--- src/rtl/mult_v3_pkg.sv ---
// Shared types and width/constant helpers for the mult_v3 per-channel gain stage.
// Optional signed offsets are enabled with the MULT_V3_OFFSET_EN macro.
package mult_v3_pkg;

    // Pipeline depth from input pins to output registers.
    localparam int unsigned Latency = 3;

    typedef struct packed {
        logic de;
        logic hs;
        logic vs;
    } sync_t;

    localparam sync_t SyncReset = '{de: 1'b0, hs: 1'b1, vs: 1'b0};

    function automatic int unsigned coe_unity(int unsigned coe_frac);
        return 32'd1 << coe_frac;
    endfunction

    // Half an LSB of the integer result; nothing to add for an integer-only coefficient.
    function automatic int unsigned round_const(int unsigned coe_frac);
        return (coe_frac == 0) ? 32'd0 : (32'd1 << (coe_frac - 1));
    endfunction

    function automatic int unsigned prod_width(int unsigned pix_w, int unsigned coe_w);
        return pix_w + coe_w;
    endfunction

    // One guard bit for the rounding add, minus the dropped fraction.
    function automatic int unsigned round_width(int unsigned pix_w, int unsigned coe_w,
                                                int unsigned coe_frac);
        return pix_w + coe_w + 1 - coe_frac;
    endfunction

endpackage

--- src/rtl/mult_v3_ch.sv ---
// One channel of mult_v3: multiply, round half-up, optional offset, clamp to pixel range.
// Offset path exists only when MULT_V3_OFFSET_EN is defined.
module mult_v3_ch
    import mult_v3_pkg::*;
#(
    parameter int unsigned PIXEL_WIDTH = 8,
    parameter int unsigned COE_WIDTH   = 16,
    parameter int unsigned COE_FRAC    = 10
) (
    input  logic                   clk,
    input  logic                   rst,
    input  logic [PIXEL_WIDTH-1:0] pix_i,
    input  logic [COE_WIDTH-1:0]   coe_i,
`ifdef MULT_V3_OFFSET_EN
    input  logic [PIXEL_WIDTH:0]   off_i,
`endif
    output logic [PIXEL_WIDTH-1:0] pix_o,
    output logic                   sat_o
);

    localparam int unsigned ProdW = prod_width(PIXEL_WIDTH, COE_WIDTH);
    localparam int unsigned RndW  = round_width(PIXEL_WIDTH, COE_WIDTH, COE_FRAC);
    localparam logic [ProdW:0] RndConst = (ProdW + 1)'(round_const(COE_FRAC));

    logic [PIXEL_WIDTH-1:0] pix_q;
    logic [COE_WIDTH-1:0]   coe_q;
    logic [ProdW-1:0]       prod;
    logic [ProdW:0]         prod_rnd;
    logic [RndW-1:0]        rnd;
    logic [PIXEL_WIDTH-1:0] out_d, out_q;
    logic                   sat_d, sat_q;

    assign prod     = ProdW'(pix_q) * ProdW'(coe_q);
    assign prod_rnd = {1'b0, prod} + RndConst;
    assign rnd      = prod_rnd[ProdW:COE_FRAC];

`ifdef MULT_V3_OFFSET_EN
    // Two extra bits: sign, plus headroom for a positive offset on a maximal product.
    localparam int unsigned SumW = RndW + 2;

    logic [PIXEL_WIDTH:0]   off_q;
    logic signed [SumW-1:0] sum_d, sum_q;

    assign sum_d = $signed({2'b00, rnd})
                 + $signed({{(SumW - PIXEL_WIDTH - 1){off_q[PIXEL_WIDTH]}}, off_q});

    always_comb begin
        out_d = sum_q[PIXEL_WIDTH-1:0];
        sat_d = 1'b0;
        if (sum_q[SumW-1]) begin
            out_d = '0;
            sat_d = 1'b1;
        end else if (|sum_q[SumW-2:PIXEL_WIDTH]) begin
            out_d = '1;
            sat_d = 1'b1;
        end
    end
`else
    logic [RndW-1:0] rnd_q;

    always_comb begin
        out_d = rnd_q[PIXEL_WIDTH-1:0];
        sat_d = 1'b0;
        if (|rnd_q[RndW-1:PIXEL_WIDTH]) begin
            out_d = '1;
            sat_d = 1'b1;
        end
    end
`endif

    always_ff @(posedge clk) begin
        if (!rst) begin
            pix_q <= '0;
            coe_q <= '0;
            out_q <= '0;
            sat_q <= 1'b0;
`ifdef MULT_V3_OFFSET_EN
            off_q <= '0;
            sum_q <= '0;
`else
            rnd_q <= '0;
`endif
        end else begin
            pix_q <= pix_i;
            coe_q <= coe_i;
            out_q <= out_d;
            sat_q <= sat_d;
`ifdef MULT_V3_OFFSET_EN
            off_q <= off_i;
            sum_q <= sum_d;
`else
            rnd_q <= rnd;
`endif
        end
    end

    assign pix_o = out_q;
    assign sat_o = sat_q;

endmodule

--- src/rtl/mult_v3.sv ---
// Per-channel fixed-point gain for a de/hs/vs pixel stream with frame-synchronous updates
// and per-frame saturation count. MULT_V3_OFFSET_EN adds shadowed signed offsets (off_i).
module mult_v3
    import mult_v3_pkg::*;
#(
    parameter int unsigned PIXEL_WIDTH   = 8,
    parameter int unsigned CH_COUNT      = 3,
    parameter int unsigned COE_WIDTH     = 16,
    parameter int unsigned COE_FRAC      = 10,
    parameter int unsigned SAT_CNT_WIDTH = 24
) (
    input  logic                              clk,
    input  logic                              rst,
    input  logic [CH_COUNT*COE_WIDTH-1:0]     coe_i,
    input  logic                              coe_upd_i,
    input  logic [CH_COUNT*PIXEL_WIDTH-1:0]   di_i,
    input  logic                              de_i,
    input  logic                              hs_i,
    input  logic                              vs_i,
`ifdef MULT_V3_OFFSET_EN
    input  logic [CH_COUNT*(PIXEL_WIDTH+1)-1:0] off_i,
`endif
    output logic [CH_COUNT*PIXEL_WIDTH-1:0]   do_o,
    output logic                              de_o,
    output logic                              hs_o,
    output logic                              vs_o,
    output logic                              coe_pend_o,
    output logic [SAT_CNT_WIDTH-1:0]          sat_cnt_o,
    output logic                              sat_vld_o
);

    localparam int unsigned CoeBusW = CH_COUNT * COE_WIDTH;
    localparam logic [COE_WIDTH-1:0] CoeUnity = COE_WIDTH'(coe_unity(COE_FRAC));

    sync_t                    sync_q [Latency];
    logic                     vs_in_q;
    logic                     vs_rise;
    logic [CoeBusW-1:0]       coe_act_d, coe_act_q;
    logic [CoeBusW-1:0]       coe_shd_d, coe_shd_q;
    logic                     pend_d, pend_q;
    logic [CH_COUNT-1:0]      ch_sat;
    logic                     vs_out_q;
    logic                     vs_fall;
    logic                     sat_hit;
    logic [SAT_CNT_WIDTH-1:0] acc_inc;
    logic [SAT_CNT_WIDTH-1:0] acc_d, acc_q;
    logic [SAT_CNT_WIDTH-1:0] sat_cnt_d, sat_cnt_q;
    logic                     sat_vld_d, sat_vld_q;

`ifdef MULT_V3_OFFSET_EN
    localparam int unsigned OffBusW = CH_COUNT * (PIXEL_WIDTH + 1);

    logic [OffBusW-1:0] off_act_d, off_act_q;
    logic [OffBusW-1:0] off_shd_d, off_shd_q;
`endif

    // Sync delay line, matched to the channel pipeline depth.
    always_ff @(posedge clk) begin
        if (!rst) begin
            for (int i = 0; i < Latency; i++) begin
                sync_q[i] <= SyncReset;
            end
        end else begin
            sync_q[0] <= '{de: de_i, hs: hs_i, vs: vs_i};
            for (int i = 1; i < Latency; i++) begin
                sync_q[i] <= sync_q[i-1];
            end
        end
    end

    assign de_o = sync_q[Latency-1].de;
    assign hs_o = sync_q[Latency-1].hs;
    assign vs_o = sync_q[Latency-1].vs;

    assign vs_rise = vs_i & ~vs_in_q;

    // Active set only moves on a frame start, so a frame never sees two gains.
    always_comb begin
        coe_act_d = coe_act_q;
        coe_shd_d = coe_shd_q;
        pend_d    = pend_q;
`ifdef MULT_V3_OFFSET_EN
        off_act_d = off_act_q;
        off_shd_d = off_shd_q;
`endif
        if (coe_upd_i && vs_rise) begin
            coe_act_d = coe_i;
            coe_shd_d = coe_i;
            pend_d    = 1'b0;
`ifdef MULT_V3_OFFSET_EN
            off_act_d = off_i;
            off_shd_d = off_i;
`endif
        end else begin
            if (vs_rise && pend_q) begin
                coe_act_d = coe_shd_q;
                pend_d    = 1'b0;
`ifdef MULT_V3_OFFSET_EN
                off_act_d = off_shd_q;
`endif
            end
            if (coe_upd_i) begin
                coe_shd_d = coe_i;
                pend_d    = 1'b1;
`ifdef MULT_V3_OFFSET_EN
                off_shd_d = off_i;
`endif
            end
        end
    end

    always_ff @(posedge clk) begin
        if (!rst) begin
            vs_in_q   <= 1'b0;
            coe_act_q <= {CH_COUNT{CoeUnity}};
            coe_shd_q <= {CH_COUNT{CoeUnity}};
            pend_q    <= 1'b0;
`ifdef MULT_V3_OFFSET_EN
            off_act_q <= '0;
            off_shd_q <= '0;
`endif
        end else begin
            vs_in_q   <= vs_i;
            coe_act_q <= coe_act_d;
            coe_shd_q <= coe_shd_d;
            pend_q    <= pend_d;
`ifdef MULT_V3_OFFSET_EN
            off_act_q <= off_act_d;
            off_shd_q <= off_shd_d;
`endif
        end
    end

    assign coe_pend_o = pend_q;

    for (genvar c = 0; c < CH_COUNT; c++) begin : g_ch
        mult_v3_ch #(
            .PIXEL_WIDTH (PIXEL_WIDTH),
            .COE_WIDTH   (COE_WIDTH),
            .COE_FRAC    (COE_FRAC)
        ) u_ch (
            .clk   (clk),
            .rst   (rst),
            .pix_i (di_i[c*PIXEL_WIDTH +: PIXEL_WIDTH]),
            .coe_i (coe_act_q[c*COE_WIDTH +: COE_WIDTH]),
`ifdef MULT_V3_OFFSET_EN
            .off_i (off_act_q[c*(PIXEL_WIDTH+1) +: (PIXEL_WIDTH+1)]),
`endif
            .pix_o (do_o[c*PIXEL_WIDTH +: PIXEL_WIDTH]),
            .sat_o (ch_sat[c])
        );
    end

    // Frame boundary is taken from the output-side vs so the count covers exactly the
    // pixels that left this frame.
    assign vs_fall = vs_out_q & ~vs_o;
    assign sat_hit = de_o & (|ch_sat);
    assign acc_inc = (sat_hit && (acc_q != '1)) ? acc_q + SAT_CNT_WIDTH'(1) : acc_q;

    always_comb begin
        acc_d     = acc_inc;
        sat_cnt_d = sat_cnt_q;
        sat_vld_d = 1'b0;
        if (vs_fall) begin
            acc_d     = '0;
            sat_cnt_d = acc_inc;
            sat_vld_d = 1'b1;
        end
    end

    always_ff @(posedge clk) begin
        if (!rst) begin
            vs_out_q  <= 1'b0;
            acc_q     <= '0;
            sat_cnt_q <= '0;
            sat_vld_q <= 1'b0;
        end else begin
            vs_out_q  <= vs_o;
            acc_q     <= acc_d;
            sat_cnt_q <= sat_cnt_d;
            sat_vld_q <= sat_vld_d;
        end
    end

    assign sat_cnt_o = sat_cnt_q;
    assign sat_vld_o = sat_vld_q;

endmodule

--- config.mk ---
export PLATFORM = sky130hd
export DESIGN_NAME = mult_v3
export DESIGN_NICKNAME = d
export VERILOG_FILES = /design/src/rtl/mult_v3_pkg.sv /design/src/rtl/mult_v3_ch.sv /design/src/rtl/mult_v3.sv
export SDC_FILE = /design/constraint.sdc
export NUM_CORES = 1
export LEC_CHECK = 0
export CAP_MARGIN = 5
export CORE_MARGIN = 4
export CORE_UTILIZATION = 55
export DETAILED_ROUTE_END_ITERATION = 7
export PLACE_DENSITY_LB_ADDON = 0.15
export RECOVER_POWER = 50
export SYNTH_ARGS = -nofsm -noshare
export SYNTH_HDL_FRONTEND = slang
export SYNTH_SLANG_ARGS = --single-unit
--- constraint.sdc ---
create_clock -name clk -period 4.75 [get_ports clk]
set_clock_uncertainty 0.05 [all_clocks]
set_input_delay 0.475 -clock clk [delete_from_list [all_inputs] [get_ports clk]]
set_output_delay 0.475 -clock clk [all_outputs]
set_load 0.01 [all_outputs]
# After elaboration in Yosys (flattened, before gate mapping)
# Memories as Yosys holds them, arrays and structs flattened.
# Index checks and enable logic that the tools add are counted.
# W data, S select, Z words.
word_totals:
  ramBits: 9
  elab_cells: 72
  register_bits: 292
  n_memories: 1
  in_bits: 78
memory_table:
  columns: ["name", "words", "word_bits", "read_ports", "rd_clocked_by_memory_dff", "wr", "line_no", "source"]
  rows:
  - ["sync_q", 3, 3, 3, 0, 3, "mult_v3.sv:35", "sync_t sync_q [Latency];"]
classes:
  n_eq_ne: 1
  n_mul: 3
  n_addsub: 4
  mux: 19
  n_reduce_logical: 12
  bitwise_logic: 9
op_table:
  columns: ["cell", "n"]
  rows:
  - ["$mux W48", 4]
  - ["$add A24 B10 Y25 const B", 3]
  - ["$mul A8 B16 Y24", 3]
  - ["$add A24 B1 Y24 const B", 1]
  - ["$mux W24", 1]
  - ["$mux W8", 3]
  - ["$ne A24 B24 Y1 const B", 1]
  - ["$reduce_or A7 Y1", 3]
  - ["$mux W3", 3]
  - ["$mux W1", 8]
  - ["$reduce_bool A2 Y1", 3]
  - ["$reduce_or A2 Y1", 2]
  - ["$and A1 B1 Y1", 3]
  - ["$logic_and A1 B1 Y1", 3]
  - ["$not A1 Y1", 3]
  - ["$or A1 B1 Y1", 3]
  - ["$reduce_or A3 Y1", 1]

# Depth between registers and ports, before layout
# Gate-level depths: netlist of the first run.
depth:
  ltp_word: 5
  depth_mapped: 18

# Cells and area by module
# From an unflattened synthesis of the first run, not the netlist that was laid out.
unflattened:
  hier_cells: 2424
  hier_area_um2: 22462.8
by_module_without_submodules:
  columns: ["mod", "area_each_um2", "instances", "cells_each", "seq_area_each_um2"]
  rows:
  - ["mult_v3", 5876.9, 1, 627, 3123.0]
  - ["mult_v3_ch (g_ch[2].u_ch)", 5541.6, 1, 600, 960.9]
  - ["mult_v3_ch (g_ch[1].u_ch)", 5539.1, 1, 597, 960.9]
  - ["mult_v3_ch (g_ch[0].u_ch)", 5505.3, 1, 600, 960.9]

# Worst setup path after synthesis of the first run
# OpenSTA, ideal clock, no wires.
synth_path:
  path_type: "register to register"
  startpoint: "register g_ch[1].u_ch.pix_q[2]"
  endpoint: "register g_ch[1].u_ch.rnd_q[14]"
  arrival_ps: 4512
  stages_incl_launch_ff: 16
  t_required_ps: 4621
  synth_period_minus_slack_ps: 4641
  path_buffers: 1
  path_slack_ps: 109
  cell_sequence: "dfxtp_1 -> clkbuf_1 -> nand2_1 -> fa_1 -> inv_1 -> fa_1 -> fa_1 -> fa_1 -> ha_1 -> a2111oi_0 -> nor3_1 -> a211oi_2 -> nor3_1 -> o2111a_1 -> or2_1 -> o211ai_1"
synth_via:
  elab_chain_cells: 2
synth_rtl:
  columns: ["element", "line_no", "source"]
  rows:
  - ["from (decl)", "mult_v3_ch.sv:25", "logic [PIXEL_WIDTH-1:0] pix_q;"]
  - ["from (signal assigned)", "mult_v3_ch.sv:84", "pix_q <= pix_i;"]
  - ["$mul A8 B16 Y24", "mult_v3_ch.sv:33", "assign prod = ProdW'(pix_q) * ProdW'(coe_q);"]
  - ["$add A24 B10 Y25", "mult_v3_ch.sv:34", "assign prod_rnd = {1'b0, prod} + RndConst;"]
  - ["to (signal assigned)", "mult_v3_ch.sv:92", "rnd_q <= rnd;"]
  - ["to (decl)", "mult_v3_ch.sv:59", "logic [RndW-1:0] rnd_q;"]
# No other way between the ends.
# A chain may end at the register's enable or synchronous reset.

# Worst setup path after layout of the first run
# Ends and elaborated chain as after synthesis.

==> results.sh, run 1 <==
export IMPL_outcome="finished clean"
export IMPL_synth_top_area_share_pct=27.7
export IMPL_drc_errors=0
export IMPL_fmax_ghz=0.215
export IMPL_synth_seq_area_share_pct=27.7
export IMPL_clock_path_buffers=3
export IMPL_wire_per_inst_um=15.9
export IMPL_cts_made_buffers=36
export IMPL_vias=15800
export IMPL_dieArea_um2=42600
export IMPL_hold_violations=0
export IMPL_synth_edff_count=0
export IMPL_path_max_fanout=8
export IMPL_diodes=0
export IMPL_synth_most_common_cell="and2_1"
export IMPL_gr_total_overflow=0
export IMPL_synth_area_leader_cell="dfxtp_1"
export IMPL_initial_utilization_pct=55.9
export IMPL_max_cap_violations=0
export IMPL_synth_avg_cell_area_um2=9.34
export IMPL_core_area_um2=38700
export IMPL_worstPathRequired_ns=5.17
export IMPL_yosysWarningCount=0
export IMPL_slew_headroom_pct=27.3
export IMPL_slew_violations=0
export IMPL_design_area_um2=25300
export IMPL_die_height_um=206
export IMPL_dp_cells=2957
export IMPL_layoutNonFillerInstCount=3022
export IMPL_ctsRootBufferMaster="clkbuf_16"
export IMPL_ys_ff_latch=300
export IMPL_vias_per_cell=5.22
export IMPL_wl_mm=48.0
export IMPL_start_kind="flop"
export IMPL_placed_area_um2=23900
export IMPL_grt_antenna_before_repair=4
export IMPL_clock_latency_ns=0.55
export IMPL_synth_main_ff_cell="dfxtp_1"
export IMPL_p_leak_nw=12.3
export IMPL_grt_max_degree=81
export IMPL_postRouteAntennaNets=0
export IMPL_ys_top_cells_by_area="dfxtp_1 28%, fa_1 23%, and2_1 11%"
export IMPL_fin_nets=2978
export IMPL_holdBufCountCts=0
export IMPL_clkSlewWorstSetupHoldPaths_ns=0.06
export IMPL_drt_pass1_iterations=5
export IMPL_setup_violations_final=0
export IMPL_gp_congestion=0.908
export IMPL_end_kind="flop"
export IMPL_rsz0062_at_grt="true"
export IMPL_hold_depth=2
export IMPL_drive_above_1_share_pct=8.11
export IMPL_period_needed_ns=4.65
export IMPL_synth_nets=2817
export IMPL_critPathArrivalTime_ns=5.07
export IMPL_area_growth_pct=16.7
export IMPL_ys_types=57
export IMPL_dieWidth_um=206
export IMPL_hpwl_mm=36.7
export IMPL_drtIter0Drc=640
export IMPL_worst_pin_slew_ns=1.08
export IMPL_num_io_pins=131
export IMPL_final_util_pct=65.2
export IMPL_syn_area_um2=21600
export IMPL_grt_pass1_vias=16500
export IMPL_ir_drop_v=0.000243
export IMPL_rr_worst_depth=15
export IMPL_floorplan_rows=72
export IMPL_synthCells=2318
export IMPL_port_buffer_count=130
export IMPL_postSynth_asyncResetShare_pct=0
export IMPL_cts_num_sinks=300
export IMPL_hold_path_class="input pin to flop"
export IMPL_track_usage_pct=23.3
export IMPL_h_tree_depth=2
export IMPL_critPathKind="flop to flop"
export IMPL_power_density_nw_per_um2=237
export IMPL_synthTopCellsByCount="364 x and2_1, 336 x inv_1, 300 x dfxtp_1"
export IMPL_grt_pass1_wl_mm=81.6
export IMPL_timing_final_crit_share_pct=97.9
export IMPL_tritoncts="yes"
cell families after synthesis:
group           count (synthesis)  share of synthesized area, %
compound gates                236                          7.47
xor+xnor                       42                          1.70
fa+ha+maj                     421                          33.0
buf+inv                       421                          7.31
flops                         300                          27.7
mux                            56                          2.59
simple gates                  842                          20.2
cell usage in the layout, fill, tap and decap left out, drive strengths merged, types with 36 or more instances in the layout:
cell and count:
nand2 242, fa 249, nor2 108, inv 341, o221ai 46, and2 364, ha 172, o21ai 36
buf 79, clkbuf 48, clkdlybuf4s50 128, dfxtp 300, a21oi 70, mux2i 56
sequential cells by signal, indices dropped and copies added, names as in the netlist, 3 cells and up:
name / flops
sat_cnt_o: 24
g_ch.u_ch.pix_o: 24
acc_q: 24
g_ch.u_ch.sat_o: 3
g_ch.u_ch.rnd_q: 45
coe_act_q: 48
g_ch.u_ch.pix_q: 24
sync_q: 9
g_ch.u_ch.coe_q: 48
coe_shd_q: 48
critical path, cell delays in order, from the launching register on:
cell	delay, ns
dfxtp_4	0.39
nand2_1	0.08
fa_1	0.53
inv_1	0.05
fa_1	0.55
fa_1	0.43
fa_1	0.49
ha_2	0.31
a2111oi_2	0.34
o21ai_1	0.16
a211oi_2	0.25
buf_4	0.16
nor3_2	0.06
o2111a_2	0.29
or2_1	0.26
o211ai_1	0.17
cell type report:
class,instances,area (µm²)
Clock inverter,15,190
Fill cell,3254,13500
Inverter,337,1270
Multi-Input combinational cell,1597,14200
Timing Repair Buffer,207,1890
Tap cell,518,648
Clock buffer,48,1010
Sequential cell,300,6060
layer usage:
layer / up-vias / GRT usage, % / wire (µm)
met5: - / 0 / 31
met2: 311 / 38.5 / 22600
met1: 7691 / 31.9 / 22100
met4: 6 / 5.42 / 859
li1: 7697 / - / -
met3: 75 / 4.68 / 2480
report_power, final:
part           total (W)  internal, W  switching [W]  leakage, nW
clock            0.00274      0.00162        0.00112        0.577
combinational   0.000570     0.000265       0.000305         9.24
sequential       0.00268      0.00261      0.0000769         2.46
total            0.00600      0.00450        0.00150         12.3
stage by stage:
stage	total power, W	setup TNS (ns)	hold WS, ns	setup WS, ns
6_report	0.00600	0	0.358	0.0996
5_1_grt	0.00626	-0.329	0.375	-0.0782
3_5_place_dp	0.00330	-1.12	0.343	-0.188
3_3_place_gp	0.00329	-0.0321	0.341	-0.0234
2_1_floorplan	0.00305	0	0.336	0.109
4_1_cts	0.00606	0	0.348	0.00993
what timing repair did:
item | in CTS | in global routing
setup buffers | 0 | 3
setup endpoints to repair | 13 | 28
pin swaps | 0 | 11
resized for setup | 13 | 53
worst paths after layout:
check                                                 startpoint                                end  slack (ns)
worst max-delay path            g_ch[1].u_ch.pix_q[2]$_SDFF_PN0_  g_ch[1].u_ch.rnd_q[14]$_SDFF_PN0_         0.1
worst min-delay path                                         rst            sync_q[0][1]$_SDFF_PN1_        0.36
worst max register to register  g_ch[1].u_ch.pix_q[2]$_SDFF_PN0_  g_ch[1].u_ch.rnd_q[14]$_SDFF_PN0_         0.1
worst min register to register           sync_q[0][4]$_SDFF_PN1_            sync_q[0][7]$_SDFF_PN1_        0.36
(Power assumes the default switching activity.)
==> run 2: changes to the inputs <==
--- a/config.mk
+++ b/config.mk
@@ -9,6 +9,7 @@
 export CORE_MARGIN = 4
 export CORE_UTILIZATION = 55
 export DETAILED_ROUTE_END_ITERATION = 7
+export MAX_ROUTING_LAYER = met4
 export PLACE_DENSITY_LB_ADDON = 0.15
 export RECOVER_POWER = 50
 export SYNTH_ARGS = -nofsm -noshare
==> run 2 against run 1 <==
Against the previous run: the run now ends with max-capacitance violations, max-slew violations left; cell area hardly changed; combinational power fell by 2%; cell count hardly changed; sequential share of layout area hardly changed; utilization about the same; global-route usage increased by 0.59 points; sequential power about the same; via count grew 0.25%; fmax fell by 0.67%; wire length is 0.16% lower; critical path depth rose by 3; largest power group unchanged; highest routed layer is now met4.
==> results.sh, run 2 (synthesis gave the netlist of run 1 again) <==
export IMPL_outcome="complete, but fails checks"
export IMPL_violations="max-capacitance violations, max-slew violations"
export IMPL_clkSlewWorstSetupHoldPaths_ns=0.06
export IMPL_clock_latency_ns=0.54
export IMPL_dieArea_um2=42600
export IMPL_dieWidth_um=206
export IMPL_design_area_um2=25300
export IMPL_final_util_pct=65.2
export IMPL_preCtsSetupSlack_ns=-0.127
export IMPL_fmax_ghz=0.214
export IMPL_area_growth_pct=16.7
export IMPL_worst_pin_slew_ns=2.75
export IMPL_dp_cells=2952
export IMPL_grt_pass1_vias=16300
export IMPL_h_tree_depth=2
export IMPL_drt_pass1_iterations=5
export IMPL_crit_path_start="g_ch[1].u_ch.pix_q[2]$_SDFF_PN0_"
export IMPL_cts_num_sinks=300
export IMPL_tritoncts="yes"
export IMPL_placed_area_um2=23800
export IMPL_p_leak_nw=12.3
export IMPL_hold_path_class="input pin to flop"
export IMPL_setup_tns_ns=0
export IMPL_postRouteAntennaNets=0
export IMPL_core_area_um2=38700
export IMPL_regToRegStartpoint="g_ch[1].u_ch.pix_q[2]$_SDFF_PN0_"
export IMPL_setup_violations_final=0
export IMPL_drc_errors=0
export IMPL_vias=15800
export IMPL_critPathArrivalTime_ns=5.03
export IMPL_end_kind="flop"
export IMPL_fin_nets=2972
export IMPL_wl_mm=47.9
export IMPL_ir_drop_v=0.000311
export IMPL_largest_registers="coe_act_q x48, coe_shd_q x48, g_ch.u_ch.coe_q x48"
export IMPL_hpwl_mm=36.6
export IMPL_grt_max_degree=72
export IMPL_grt_pass1_wl_mm=81.0
export IMPL_grt_antenna_before_repair=3
export IMPL_final_cell_mix="335 x inv_1, 327 x and2_1, 267 x dfxtp_1, 248 x fa_1, 241 x nand2_1"
export IMPL_hold_violations=0
export IMPL_cts_made_buffers=36
export IMPL_period_needed_ns=4.68
export IMPL_path_max_fanout=9
export IMPL_drive_above_1_share_pct=7.53
export IMPL_power_density_nw_per_um2=242
export IMPL_initial_utilization_pct=55.9
export IMPL_layoutNonFillerInstCount=3019
export IMPL_num_io_pins=131
export IMPL_slew_headroom_pct=-83.3
export IMPL_holdBufCountCts=0
export IMPL_final_common_cell="inv_1"
export IMPL_slew_violations=161
export IMPL_die_height_um=206
export IMPL_fin_ws_ns=0.0684
export IMPL_drtIter0Drc=848
export IMPL_timing_final_crit_share_pct=98.6
export IMPL_floorplan_rows=72
export IMPL_start_kind="flop"
export IMPL_critPathKind="flop to flop"
export IMPL_clock_path_buffers=3
export IMPL_vias_per_cell=5.24
export IMPL_max_cap_violations=4
export IMPL_gp_congestion=0.942
export IMPL_wire_per_inst_um=15.9
export IMPL_worstPathRequired_ns=5.10
export IMPL_port_buffer_count=130
export IMPL_min_delay_start="rst"
export IMPL_ctsRootBufferMaster="clkbuf_16"
export IMPL_track_usage_pct=23.9
export IMPL_gr_total_overflow=0
==> run 2: cell types whose count changed in the layout (fill, tap and decap cells not counted), sizes merged <==
cell,change
buf,-11
bufinv,+3
clkbuf,+4
clkdlybuf4s50,-23
clkinv,+2
clkinvlp,-1
diode,+3
dlygate4sd3,+23
inv,-3
==> run 2: worst paths after layout <==
kind / end / slack [ns] / cells after the start
max: g_ch[1].u_ch.rnd_q[7]$_SDFF_PN0_ / 0.07 / 18
min reg2reg: sync_q[0][7]$_SDFF_PN1_ / 0.36 / 1
max reg2reg: g_ch[1].u_ch.rnd_q[7]$_SDFF_PN0_ / 0.07 / 18
min: g_ch[1].u_ch.pix_o[6]$_SDFF_PN0_ / 0.29 / 3
==> run 2: area by class of cell <==
type	instances	area, µm²
well taps	518	648
clock buffers	47	1000
clock inverters	16	260
multi-input cells	1597	14200
diodes	3	7.51
fillers	3263	13500
inverters	337	1270
repair buffers	201	1830
flip-flops and latches	300	6070
==> run 2: repair_timing <==
action                     in CTS  in global routing
pin swaps                       0                 11
gates resized for setup        10                 60
setup buffers                   0                  1
setup endpoints to repair      10                 28
==> run 2: power breakdown <==
group | internal, W | switching [W]
clock network | 0.00178 | 0.00110
registers | 0.00261 | 0.0000752
logic | 0.000256 | 0.000305
total | 0.00464 | 0.00148
==> run 2: metrics by stage <==
step | total power [W] | hold slack [ns]
2_1_floorplan | 0.00305 | 0.336
3_3_place_gp | 0.00329 | 0.338
3_5_place_dp | 0.00330 | 0.347
4_1_cts | 0.00620 | 0.283
5_1_grt | 0.00638 | 0.315
6_report | 0.00612 | 0.295
==> run 2: worst max-delay path, stage by stage, from the launching register on <==
cell	delay, ns
dfxtp_4	0.36
buf_4	0.16
and2_1	0.15
fa_1	0.53
inv_1	0.06
fa_1	0.55
fa_1	0.43
fa_1	0.49
inv_1	0.06
ha_4	0.27
o211ai_1	0.10
nor3_2	0.23
a211oi_2	0.11
buf_4	0.17
buf_4	0.13
o31a_1	0.29
o21bai_1	0.20
xnor2_1	0.14
nor2_1	0.05
==> run 2: metal layers <==
metal,vias up,share of wire [%],global-route usage (%)
li1,7696,-,-
met1,7691,46,32.5
met2,357,45,36.9
met3,75,6.4,4.83
met4,0,2.1,6.32
met5,-,0,-
==> run 3: changes to the inputs <==
--- a/config.mk
+++ b/config.mk
@@ -15,3 +15,4 @@
 export SYNTH_ARGS = -nofsm -noshare
 export SYNTH_HDL_FRONTEND = slang
 export SYNTH_SLANG_ARGS = --single-unit
+export TNS_END_PERCENT = 50
==> results of run 3 <==
The final DEF is identical to that of run 2; final timing and power are the same.
